## src/rtl/fetch_stage.sv

```systemverilog
// Instruction fetch stage: owns the PC, issues in-order imem requests and buffers {pc, instruction} for IF/ID.
// Optional macro FETCH_BYPASS_EN forwards a response straight to the outputs when the buffer is empty.
module fetch_stage #(
    parameter logic [31:0] RESET_PC = 32'h0100_0000,
    parameter int unsigned DEPTH    = 2
) (
    input  logic        clock,
    input  logic        reset,
    input  logic        stall,
    input  logic        branch,
    input  logic [31:0] branch_target,
    output logic        imem_req_valid,
    input  logic        imem_req_ready,
    output logic [31:0] imem_req_addr,
    input  logic        imem_resp_valid,
    input  logic [31:0] imem_resp_data,
    output logic        valid_out,
    output logic [31:0] pc_out,
    output logic [31:0] instruction_out
);

    localparam int unsigned PTR_W = $clog2(DEPTH);
    localparam int unsigned CNT_W = $clog2(DEPTH + 1);
    localparam int unsigned SUM_W = CNT_W + 1;

    logic [31:0]      pc_q;
    logic [CNT_W-1:0] outstanding_q, kill_q, count_q;
    logic [CNT_W-1:0] outstanding_d, kill_d, count_d;
    logic [PTR_W-1:0] inf_rd_q, inf_wr_q, buf_rd_q, buf_wr_q;
    logic [31:0]      inf_pc_q  [DEPTH];
    logic [31:0]      buf_pc_q  [DEPTH];
    logic [31:0]      buf_ins_q [DEPTH];

    logic             accept, resp, resp_live, buf_empty, push, pop;
    logic [31:0]      resp_pc;
    logic [SUM_W-1:0] credits_used;

    // Issue credits, response qualification and IF/ID-facing outputs.
    always_comb begin
        credits_used   = SUM_W'(outstanding_q) + SUM_W'(count_q);
        imem_req_valid = reset && !branch && (credits_used < SUM_W'(DEPTH));
        imem_req_addr  = pc_q;
        accept         = imem_req_valid && imem_req_ready;
        resp           = imem_resp_valid && (outstanding_q != '0);
        resp_live      = resp && (kill_q == '0);
        resp_pc        = inf_pc_q[inf_rd_q];
        buf_empty      = (count_q == '0);
        pop            = !buf_empty && !stall && !branch;
`ifdef FETCH_BYPASS_EN
        valid_out       = !buf_empty || resp_live;
        pc_out          = !buf_empty ? buf_pc_q[buf_rd_q]  : (resp_live ? resp_pc : '0);
        instruction_out = !buf_empty ? buf_ins_q[buf_rd_q] : (resp_live ? imem_resp_data : '0);
        // A bypassed response consumed this cycle never occupies a buffer slot.
        push            = resp_live && !branch && !(buf_empty && !stall);
`else
        valid_out       = !buf_empty;
        pc_out          = buf_empty ? '0 : buf_pc_q[buf_rd_q];
        instruction_out = buf_empty ? '0 : buf_ins_q[buf_rd_q];
        push            = resp_live && !branch;
`endif
    end

    // Saturating counters; after a redirect every request still in flight is dead.
    always_comb begin
        outstanding_d = outstanding_q;
        if (accept && !resp && (outstanding_q != CNT_W'(DEPTH)))
            outstanding_d = outstanding_q + CNT_W'(1);
        else if (resp && !accept)
            outstanding_d = outstanding_q - CNT_W'(1);

        kill_d = kill_q;
        if (branch)
            kill_d = outstanding_d;
        else if (resp && (kill_q != '0))
            kill_d = kill_q - CNT_W'(1);

        count_d = count_q;
        if (branch)
            count_d = '0;
        else if (push && !pop && (count_q != CNT_W'(DEPTH)))
            count_d = count_q + CNT_W'(1);
        else if (pop && !push)
            count_d = count_q - CNT_W'(1);
    end

    // Killed responses still retire their in-flight slot, keeping the PC FIFO aligned with outstanding.
    always_ff @(posedge clock or negedge reset) begin
        if (!reset) begin
            pc_q          <= RESET_PC;
            outstanding_q <= '0;
            kill_q        <= '0;
            count_q       <= '0;
            inf_rd_q      <= '0;
            inf_wr_q      <= '0;
            buf_rd_q      <= '0;
            buf_wr_q      <= '0;
        end else begin
            if (branch)
                pc_q <= branch_target & ~32'd3;
            else if (accept)
                pc_q <= pc_q + 32'd4;
            if (accept)
                inf_wr_q <= inf_wr_q + PTR_W'(1);
            if (resp)
                inf_rd_q <= inf_rd_q + PTR_W'(1);
            if (branch)
                buf_rd_q <= buf_wr_q;
            else if (pop)
                buf_rd_q <= buf_rd_q + PTR_W'(1);
            if (push)
                buf_wr_q <= buf_wr_q + PTR_W'(1);
            outstanding_q <= outstanding_d;
            kill_q        <= kill_d;
            count_q       <= count_d;
        end
    end

    // Storage arrays carry no control meaning, so they need no reset.
    always_ff @(posedge clock) begin
        if (accept)
            inf_pc_q[inf_wr_q] <= pc_q;
        if (push) begin
            buf_pc_q[buf_wr_q]  <= resp_pc;
            buf_ins_q[buf_wr_q] <= imem_resp_data;
        end
    end

    // A response with nothing outstanding is dropped by the resp qualifier; flag it in simulation.
    assert property (@(posedge clock) disable iff (!reset) imem_resp_valid |-> (outstanding_q != '0))
        else $warning("fetch_stage: imem response with nothing outstanding ignored");

endmodule

```

## config.mk

```make
export PLATFORM = sky130hd
export DESIGN_NAME = fetch_stage
export DESIGN_NICKNAME = d
export VERILOG_FILES = /design/src/rtl/fetch_stage.sv
export SDC_FILE = /design/constraint.sdc
export NUM_CORES = 1
export LEC_CHECK = 0
export BUFFER_PORTS_ARGS = -buffer_cell sky130_fd_sc_hd__buf_4
export CORE_ASPECT_RATIO = 0.6
export CORE_MARGIN = 1.5
export CORE_UTILIZATION = 30
export CTS_BUF_LIST = sky130_fd_sc_hd__clkbuf_4 sky130_fd_sc_hd__clkbuf_8
export DETAILED_ROUTE_END_ITERATION = 8
export HOLD_SLACK_MARGIN = 0.05
export SLEW_MARGIN = 20
export SYNTH_ARGS = -nofsm -noshare
export SYNTH_HDL_FRONTEND = slang
export SYNTH_SLANG_ARGS = --single-unit
```

## constraint.sdc

```tcl
create_clock -name clock -period 5.8 [get_ports clock]
set_clock_uncertainty 0.15 [all_clocks]
set_input_delay 0.29 -clock clock [delete_from_list [all_inputs] [get_ports clock]]
set_output_delay 0.29 -clock clock [all_outputs]
set_load 0.01 [all_outputs]
```

Yosys cells after proc, flatten, opt, wreduce, memory -nomap -nowiden:

Memory sizes are Yosys's and may differ from the RTL's.
Cells that the tools add are included.

* memory bits (writable): 192
* bits in registers: 42
* input port bits: 70
* memories: 3
* word-level logic and storage cells: 72
* output and inout bits: 98

Memories
* buf_ins_q: depth 2, bits a word 32, read ports 1, clocked after memory_dff 0, write ports 1, RTL line 32 `logic [31:0] buf_ins_q [DEPTH];`
* buf_pc_q: depth 2, bits a word 32, read ports 1, clocked after memory_dff 0, write ports 1, RTL line 31 `logic [31:0] buf_pc_q [DEPTH];`
* inf_pc_q: depth 2, bits a word 32, read ports 1, clocked after memory_dff 0, write ports 1, RTL line 30 `logic [31:0] inf_pc_q [DEPTH];`

* add/sub/neg operators: 11
* equal/unequal tests: 2
* magnitude comparators: 1
* multiplexer cells: 17
* reduce and logical (&&, ||, !) cells: 30

Operators by type and width (count)
* 32-bit two-way mux: 4
* 32-bit by 3-bit adder with 32-bit output, second input constant: 1
* 1-bit logical AND: 15
* 2-bit two-way mux: 7
* 2-bit nonzero test: 5
* 1-bit zero test: 7
* 1-bit two-way mux: 6
* 2-bit by 1-bit subtractor with 2-bit output, second input constant: 3
* 1-bit adder, second input constant: 4
* 2-bit by 1-bit adder with 2-bit output, second input constant: 2
* 2-bit zero test: 2
* 2-bit != test, second input constant: 2
* 2-bit by 2-bit adder with 3-bit output: 1
* 3-bit by 2-bit less-than comparator with 1-bit output, second input constant: 1
* 3-bit nonzero test: 1

Depth between registers and ports, before layout:

Gate-level depths: netlist (run 1).

* word-level depth: 9
* depth in mapped cells: 8
* depth with buffers taken out: 7

Worst setup path before layout (run 1):

OpenSTA, ideal clock, no wires.

* kind: flip-flop to flip-flop
* from: register outstanding_q[1]
* to: memory buf_ins_q[0][0] (enable)
* library setup time: 0.558 ns
* path buffers: 0
* setup slack: -0.268 ns
* cell stages (with the launch flop): 6
* arrival: 5.360 ns
* required time: 5.092 ns
* path through: dfrtp_1 > inv_1 > ha_1 > nor2b_1 > nand2_1 > nor3_1

* word-level cells in the longest chain between the ends: 6

Ends and longest elaborated chain
* from (decl): RTL line 27 `logic [CNT_W-1:0] outstanding_q, kill_q, count_q;`
* from (signal assigned): RTL line 112 `outstanding_q <= outstanding_d;`
* 2-bit nonzero test: RTL line 44 `resp = imem_resp_valid && (outstanding_q != '0);`
* 1-bit logical AND: RTL line 44
* 1-bit logical AND: RTL line 45 `resp_live = resp && (kill_q == '0);`
* 1-bit logical AND: RTL line 59 `push = resp_live && !branch;`
* 1-bit two-way mux: RTL line 122 `if (push) begin`
* 1-bit two-way mux (implied by the code): RTL line 124 `buf_ins_q[buf_wr_q] <= imem_resp_data;`
* to (decl): RTL line 32

No other way between the ends.

Final worst setup path (run 1):

* from: register count_q[0]
* to: memory inf_pc_q[0][19] (enable)

* word-level cells in the longest chain between the ends: 6

Ends and longest elaborated chain
* from (decl): RTL line 27
* from (signal assigned): RTL line 114 `count_q <= count_d;`
* 2-bit by 2-bit adder with 3-bit output: RTL line 40 `credits_used = SUM_W'(outstanding_q) + SUM_W'(count_q);`
* 3-bit by 2-bit less-than comparator with 1-bit output: RTL line 41 `imem_req_valid = reset && !branch && (credits_used < SUM_W'(DEPTH));`
* 1-bit logical AND: RTL line 41
* 1-bit logical AND: RTL line 43 `accept = imem_req_valid && imem_req_ready;`
* 1-bit two-way mux: RTL line 120 `if (accept)`
* 1-bit two-way mux (implied by the code): RTL line 121 `inf_pc_q[inf_wr_q] <= pc_q;`
* to (decl): RTL line 30

No other way between the ends.

==> flow_metrics.py, run 1 <==
metrics = {
    "finish": {
        "multi_input_area_sq_um": 2570,
        "area_growth_pct": 32.8,
        "drive_above_1_share_pct": 30.3,
        "nNetsFinal": 950,
        "post-route-util_pct": 40.7,
        "diodes": 0,
        "stdcell_area_sq_um": 12300,
        "fill_cells": 2868,
        "seqCellArea_sq_um": 6530,
    },
    "timing": {
        "tightest_slew_ns": 1.01,
        "fin_crit_sh_pct": 57.2,
        "slew_viol_final": 0,
        "relSlewSlack_pct": 32.7,
        "layout_min_cycle_time_ns": 3.32,
        "rsz0062_at_grt": "false",
        "tns_ns": 0,
        "hold_viol": 0,
        "final-setup-viol-count": 0,
        "fmax_mhz": 301,
    },
    "floorplan": {
        "core_sq_um": 30200,
        "io_pins": 168,
        "rows": 49,
        "die_h_um": 139,
        "die_area_sq_um": 31900,
        "initial_core_util_pct": 30.7,
        "die_x_um": 230,
    },
    "yosys": {
        "netlist.area_leader.share_pct": 59.7,
        "netlist_top_cells_area": "edfxtp_1 (60%), dfrtp_1 (11%), mux2i_1 (6.9%)",
        "ys_types": 54,
        "seq_area_frac_synth_pct": 70.5,
        "yosys.area.top_type": "edfxtp_1",
        "synth_seq_cells": 224,
        "synthArstFlopShare_pct": 17.9,
        "netlist_area_sq_um": 9250,
        "synth_cells": 630,
        "netlist_top_cells_count": "edfxtp_1 (184), nor2_1 (83), mux2i_1 (64)",
        "synthFlopType": "edfxtp_1",
        "synth_most_common_cell": "edfxtp_1",
        "synth_warnings": 0,
        "synth_edf_count": 184,
        "synthesis.area_per_instance_sq_um": 14.7,
    },
    "grt": {
        "gr-total-overflow": 0,
        "grt_max_degree": 63,
        "grt_pass1_wl_um": 36100,
        "grt_pass1_vias": 6195,
        "grtUsageTotal_pct": 14.8,
        "antenna_found_initial": 0,
    },
    "critical_path": {
        "path_depth": 6,
        "slowest_stage": "nand2_1",
        "critical-path-top-delay-family": "simple AND/OR/NAND/NOR gates",
        "crit_chain": "and2_1 > fa_1 > nor4b_4 > nand2_1 > nor2_2 > buf_4",
        "critPathLaunchType": "register",
        "critPathKind": "register to register",
        "arrival_ns": 3.35,
        "cp_max_fo": 30,
        "required_ns": 5.83,
        "crit_path_max_incr_delay_ns": 0.58,
        "path_buf_inv": 1,
        "end_kind": "register",
        "reg2regPathDepth": 6,
    },
    "place": {
        "place_area_sq_um": 10900,
        "place_congestion": 0.758,
        "port_buffers": 161,
        "dp_hpwl_um": 14500,
    },
    "hold_path": {
        "min_path_cells": 3,
        "hold_path_class": "input pin to register",
    },
    "route": {
        "dr.pass1.iters": 4,
        "drtIter0Drc": 313,
        "vias": 6102,
        "finalWirelength_um": 23400,
        "routed_via_density": 4.66,
        "wl_per_cell_um": 17.8,
        "drc": 0,
        "drtAntennaViolNets": 0,
    },
    "power": {
        "p_leak_nw": 4.74,
        "powerDensity_nw_per_um2": 356,
        "irDropWorstVdd_mv": 0.170,
    },
    "cts": {
        "cts-buffers-inserted": 37,
        "cts_setup_buffers": 0,
        "insertion_delay_ns": 0.55,
        "root_buffer": "clkbuf_8",
        "path_clk_slew_ns": 0.06,
        "cts_max_path_buffers": 3,
        "cts_tree": "yes",
        "htreeDepth": 2,
        "cts_sinks": 224,
    },
    "run_status": {
        "status": "finished, final reports clean",
    },
    "flow_run": {
        "cap_violations": 0,
    },
}
tightest hold or removal path, delay by kind of cell:
family / cells / cell delay (ns)
buf+inv: 1 / 0.26
simple gates: 1 / 0.11
compound gates: 1 / 0.07
cells by family (layout without fill, tap and decap cells):
| family | after synthesis | count (layout) | share of synthesized area (%) |
|---|---|---|---|
| DFF | 224 | 224 | 70.5 |
| xor gates and xnor gates | 11 | 11 | 1.04 |
| buffers and inverters | 40 | 309 | 2.07 |
| muxes | 95 | 95 | 10.7 |
| and+or+nand+nor | 190 | 190 | 9.72 |
| AOI/OAI and AO/OA | 64 | 64 | 5.13 |
| other | 1 | 4 | 0.0405 |
| adders and majority gates | 5 | 5 | 0.757 |
power by group:
group | switching, mW | internal (mW) | leakage, nW
clock network | 0.636 | 0.710 | 0.373
logic | 0.451 | 0.466 | 2.22
registers | 0.190 | 1.92 | 2.15
total | 1.28 | 3.10 | 4.74
placed cells by master (no fill, tap or decap), types with 11 or more instances in the layout:
cell type / count
clkbuf_8: 39
nand2_1: 45
dlygate4sd3_1: 69
clkbuf_4: 13
nor2_1: 81
nand3_1: 16
edfxtp_1: 184
buf_4: 167
dfrtp_1: 38
mux2i_1: 64
o21ai_0: 15
o211ai_1: 11
mux2_2: 31
flip-flops by register name (all words and copies together), names as in the netlist:
register	cells
imem_req_addr	30
inf_pc_q	60
outstanding_q	2
buf_rd_q	1
buf_pc_q	60
count_q	2
inf_wr_q	1
buf_ins_q	64
kill_q	2
buf_wr_q	1
inf_rd_q	1
cell type report:
cell class | count | area share, %
well taps | 408 | 4.15
clock inverters | 14 | 0.591
inverters | 7 | 0.214
flip-flops and latches | 224 | 53.2
multi-input cells | 369 | 20.9
repair buffers | 236 | 15.8
clock buffers | 52 | 5.16
through the flow:
stage	hold WS [ns]	instances	worst slack [ns]	power, mW
floorplan	-0.156	633	1.63	2.68
global placement	0.180	1175	2.53	3.02
detailed placement	0.185	1175	2.48	3.04
CTS	0.0505	1310	2.46	4.46
global route	0.0931	1310	2.20	4.62
finish	0.0949	1310	2.48	4.38
worst paths after layout:
kind                                   from                to  slack [ns]
setup / recovery                 count_q[0]   inf_pc_q[0][19]        2.48
hold / removal                       branch  imem_req_addr[3]        0.09
setup reg to reg                 count_q[0]   inf_pc_q[0][19]        2.48
hold reg to reg            outstanding_q[0]  outstanding_q[0]        0.35
max in group asynchronous             reset          buf_rd_q        4.91
min in group asynchronous             reset         kill_q[1]        0.13
metal layers:
layer  part of all wire [%]  GRT usage, %  vias to the layer above
li1                       -             -                     2880
met1                     47          20.4                     3031
met2                     45          22.3                      152
met3                    7.0          4.65                       39
met4                    1.9          4.16                        0
met5                      0             0                        -
timing repair:
item	CTS	global route
resized for setup	0	0
hold buffers	69	0
hold endpoints to repair	138	0
No activity file was read; power rests on OpenSTA's default activity.
==> run 2, diff against run 1 <==
Clock period 5.8 ns to 3.05 ns, I/O delays scaled along.
==> flow_metrics.py, run 2 (same netlist as run 1, synthesis figures left out) <==
metrics = {
    "run_status": {
        "status": "finished, final reports clean",
    },
    "timing": {
        "fin_crit_sh_pct": 95.2,
        "final-setup-viol-count": 0,
        "holdWs_ns": 0.117,
        "tns_ns": 0,
        "relSlewSlack_pct": 51.5,
        "slew_viol_final": 0,
        "layout_min_cycle_time_ns": 2.90,
        "rsz0062_at_grt": "false",
        "fmax_mhz": 344,
        "hold_viol": 0,
        "tightest_slew_ns": 0.721,
    },
    "finish": {
        "drive_above_1_share_pct": 31.4,
        "final_common_cell": "edfxtp_1",
        "diodes": 0,
        "nNetsFinal": 990,
        "area_growth_pct": 38.2,
        "final_cell_mix": "edfxtp_1 (184), buf_4 (176), dlygate4sd3_1 (95)",
        "post-route-util_pct": 42.4,
        "biggestRegsByFlops": "buf_ins_q: 64 flops, buf_pc_q: 60 flops, inf_pc_q: 60 flops",
        "top_register": "buf_ins_q",
        "largest_register_ffs": 64,
    },
    "route": {
        "routed_via_density": 4.65,
        "dr.pass1.iters": 5,
        "wl_per_cell_um": 17.6,
        "drc": 0,
        "finalWirelength_um": 23900,
        "drtIter0Drc": 416,
        "vias": 6285,
        "drtAntennaViolNets": 0,
    },
    "floorplan": {
        "die_x_um": 230,
        "io_pins": 168,
        "initial_core_util_pct": 30.7,
        "core_sq_um": 30200,
        "die_area_sq_um": 31900,
        "die_h_um": 139,
        "rows": 49,
    },
    "critical_path": {
        "required_ns": 3.37,
        "crit_path_max_incr_delay_ns": 0.59,
        "critPathKind": "register to register",
        "critPathLaunchType": "register",
        "end_kind": "register",
        "cp_max_fo": 19,
        "slowest_stage": "dlygate4sd3_1",
        "arrival_ns": 3.23,
        "crit_chain": "and2_1 > fa_1 > nor4b_4 > nand2_2 > buf_4 > o311ai_0 > dlygate4sd3_1",
    },
    "cts": {
        "path_clk_slew_ns": 0.06,
        "cts_tree": "yes",
        "cts_sinks": 224,
        "cts_max_path_buffers": 3,
        "cts-buffers-inserted": 37,
        "root_buffer": "clkbuf_8",
        "htreeDepth": 2,
        "insertion_delay_ns": 0.54,
    },
    "place": {
        "dp_hpwl_um": 15100,
        "place_congestion": 0.757,
        "port_buffers": 161,
    },
    "grt": {
        "grt_pass1_vias": 6209,
        "grt_pass1_wl_um": 36100,
        "gr-total-overflow": 0,
        "antenna_found_initial": 0,
        "grtUsageTotal_pct": 14.9,
        "grt_max_degree": 53,
    },
    "power": {
        "powerDensity_nw_per_um2": 669,
        "p_leak_nw": 4.96,
        "irDropWorstVdd_mv": 0.439,
    },
    "hold_path": {
        "hold_path_class": "input pin to asynchronous set/reset pin",
    },
    "flow_run": {
        "cap_violations": 0,
    },
}
[run 2: path summary, 6_finish.rpt]
path | cells past startpoint | end | slack [ns] | start
worst max register to register | 7 | imem_req_addr[25] | 0.15 | count_q[0]
worst max-delay path | 7 | imem_req_addr[25] | 0.15 | count_q[0]
worst min register to register | 1 | outstanding_q[0] | 0.35 | outstanding_q[0]
max in group asynchronous | 3 | inf_wr_q | 2.19 | reset
min in group clock | 2 | buf_ins_q[1][6] | 0.19 | imem_resp_data[6]
worst min-delay path | 3 | kill_q[0] | 0.12 | reset
[run 2: metal layers]
layer | vias up | share of wire [%] | wire (um) | GRT usage (%)
li1 | 2953 | - | - | -
met1 | 3079 | 47 | 11300 | 21.3
met2 | 204 | 44 | 10500 | 22.1
met3 | 49 | 6.5 | 1540 | 3.72
met4 | 0 | 2.3 | 553 | 4.51
met5 | - | 0 | 0 | 0
[run 2: critical path, delay by kind of cell, from the launching register on]
kind / cells / cell delay (ns)
buf+inv: 2 / 0.81
flops: 1 / 0.45
compound gates: 1 / 0.31
fa+ha+maj: 1 / 0.49
simple gates: 3 / 0.62
[run 2: through the flow]
stage / instance area, sq um / worst slack [ns] / total power [mW] / std cells
6_report: 12800 / 0.147 / 8.56 / 1352
3_5_place_dp: 11000 / 0.281 / 5.87 / 1186
3_3_place_gp: 11000 / 0.348 / 5.85 / 1186
2_1_floorplan: 9300 / 0.0100 / 5.12 / 633
5_1_grt: 12800 / 0.00618 / 8.99 / 1352
4_1_cts: 12700 / 0.0591 / 8.68 / 1349
[run 2: cell type report]
cell class | instances | area (sq um)
fill | 2812 | 17400
clock inverter | 15 | 75.1
sequential | 224 | 6530
multi-input combinational | 369 | 2590
timing repair buffer | 276 | 2370
inverter | 7 | 26.3
tap | 408 | 510
clock buffer | 53 | 673
[run 2: repair_timing]
item                                   in CTS  in global routing
setup endpoints to repair                   0                  5
buffers inserted                            0                  3
hold buffers                               95                  0
gates resized for setup                     0                  3
endpoints found under the hold margin     141                  0
[run 2: report_power, final]
part / total [mW] / switching, mW / internal [mW]
Clock: 2.64 / 1.22 / 1.43
Combinational: 1.98 / 0.996 / 0.983
Sequential: 3.93 / 0.274 / 3.66
Total: 8.56 / 2.48 / 6.07
==> run 3, diff against run 2 <==
Settings changed: BUFFER_PORTS_ARGS -buffer_cell sky130_fd_sc_hd__buf_4 to -buffer_cell sky130_fd_sc_hd__buf_2.
==> flow_metrics.py, run 3 (same netlist as run 1, synthesis figures left out) <==
metrics = {
    "critical_path": {
        "r2r-start": "count_q[0]",
        "end_kind": "register",
        "critical-path-top-delay-family": "simple AND/OR/NAND/NOR gates",
        "reg2reg_slack_ns": 0.1,
        "arrival_ns": 3.20,
        "critPathKind": "register to register",
        "reg2regPathDepth": 8,
        "path_buf_inv": 1,
        "cpMostUsedCell": "and2_4",
        "crit_chain": "and2_4 > fa_2 > nor4b_4 > and2_4 > nand4_1 > mux2i_1 > a21o_1 > dlygate4sd3_1",
        "cp_max_fo": 8,
        "slowest_stage": "dlygate4sd3_1",
        "crit_path_max_incr_delay_ns": 0.55,
        "rr_endpoint": "imem_req_addr[15]",
        "critPathLaunchType": "register",
        "required_ns": 3.30,
    },
    "finish": {
        "diodes": 0,
        "biggestRegsByFlops": "buf_ins_q: 64 flops, buf_pc_q: 60 flops, inf_pc_q: 60 flops",
        "final_cell_mix": "edfxtp_1 (184), buf_2 (161), dlygate4sd3_1 (82)",
        "fin_cells": 1338,
        "top_register": "buf_ins_q",
        "stdcell_area_sq_um": 12200,
        "drive_above_1_share_pct": 31.8,
        "nNetsFinal": 983,
        "largest_register_ffs": 64,
        "final_common_cell": "edfxtp_1",
        "area_growth_pct": 32.2,
    },
    "cts": {
        "root_buffer": "clkbuf_8",
        "cts-buffers-inserted": 36,
        "insertion_delay_ns": 0.53,
        "cts_max_path_buffers": 3,
        "cts_tree": "yes",
        "path_clk_slew_ns": 0.07,
        "cts_sinks": 224,
        "htreeDepth": 2,
    },
    "power": {
        "irDropWorstVdd_mv": 0.265,
        "powerDensity_nw_per_um2": 679,
        "p_leak_nw": 4.85,
    },
    "grt": {
        "antenna_found_initial": 0,
        "grt_pass1_wl_um": 36100,
        "grtUsageTotal_pct": 14.8,
        "gr-total-overflow": 0,
        "grt_pass1_vias": 6287,
        "grt_max_degree": 54,
    },
    "floorplan": {
        "initial_core_util_pct": 30.7,
        "io_pins": 168,
        "core_sq_um": 30200,
        "die_area_sq_um": 31900,
        "rows": 49,
        "die_x_um": 230,
        "die_h_um": 139,
    },
    "place": {
        "place_congestion": 0.780,
        "dp_cells": 1189,
        "post-place-ws_ns": 0.401,
        "place_area_sq_um": 10700,
        "dp_hpwl_um": 15100,
        "port_buffers": 161,
    },
    "timing": {
        "layout_min_cycle_time_ns": 2.95,
        "relSlewSlack_pct": 50.2,
        "holdWs_ns": 0.174,
        "hold_viol": 0,
        "tightest_slew_ns": 0.747,
        "slew_viol_final": 0,
        "fmax_mhz": 338,
        "tns_ns": 0,
        "final-setup-viol-count": 0,
        "worst_slack_ns": 0.0953,
        "fin_crit_sh_pct": 96.9,
    },
    "route": {
        "finalWirelength_um": 23500,
        "wl_per_cell_um": 17.6,
        "dr.pass1.iters": 5,
        "drtIter0Drc": 343,
        "drc": 0,
        "drtAntennaViolNets": 0,
        "vias": 6177,
        "routed_via_density": 4.62,
    },
    "hold_path": {
        "hold_path_class": "input pin to asynchronous set/reset pin",
    },
    "flow_run": {
        "cap_violations": 0,
    },
    "run_status": {
        "status": "finished, final reports clean",
    },
}
## run 3: changes by cell type in the layout (fill, tap and decap cells not counted), sizes merged
cell,change
clkinvlp,-3
dlygate4sd3,-13
buf,+7
bufinv,+1
clkbuf,-4
clkinv,-2
## run 3: worst max path at each step
stage,from,end,slack [ns],cells after the start
2_1_floorplan,outstanding_q[1],buf_ins_q[0][0],0.01,5
3_3_place_gp,count_q[0],imem_req_addr[9],0.43,7
3_5_place_dp,count_q[0],imem_req_addr[26],0.40,8
4_1_cts,count_q[0],imem_req_addr[15],0.02,8
5_1_grt,count_q[0],imem_req_addr[15],-0.01,8
6_report,count_q[0],imem_req_addr[15],0.1,8
## run 3: metrics by stage
stage               total power [mW]  util, %
floorplan                       5.12        -
global placement                5.74     35.4
detailed placement              5.77     35.4
CTS                             8.39     40.3
global route                    8.75     40.6
finish                          8.30     40.6
## run 3: final cells by class
type,instances,area [sq um]
flip-flops and latches,224,6530
well taps,408,510
fillers,2856,17900
clock buffers,49,599
multi-input cells,369,2600
clock inverters,11,72.6
repair buffers,270,1890
inverters,7,26.3
## run 3: layer usage
layer,part of all wire (%),global-route usage (%)
met1,48,21.0
met3,5.6,3.76
met4,2.1,4.68
met5,0,0
met2,44,22.0
## run 3: what timing repair did
| item | in CTS | in global routing |
|---|---|---|
| hold buffers | 82 | 0 |
| setup buffers | 0 | 7 |
| resized for setup | 0 | 4 |
| hold endpoints to repair | 140 | 0 |
| endpoints found under the setup margin | 0 | 5 |
## run 3: report_power, final
group	leakage (nW)	switching, mW	internal, mW	total [mW]
clock network	0.360	1.15	1.35	2.50
logic	2.34	0.938	0.905	1.84
registers	2.15	0.308	3.66	3.96
## run 3: worst reg2reg max path, cell delays in order (launching register included)
cell,delay (ns)
dfrtp_2,0.43
and2_4,0.15
fa_2,0.49
nor4b_4,0.32
and2_4,0.28
nand4_1,0.13
mux2i_1,0.16
a21o_1,0.16
dlygate4sd3_1,0.55
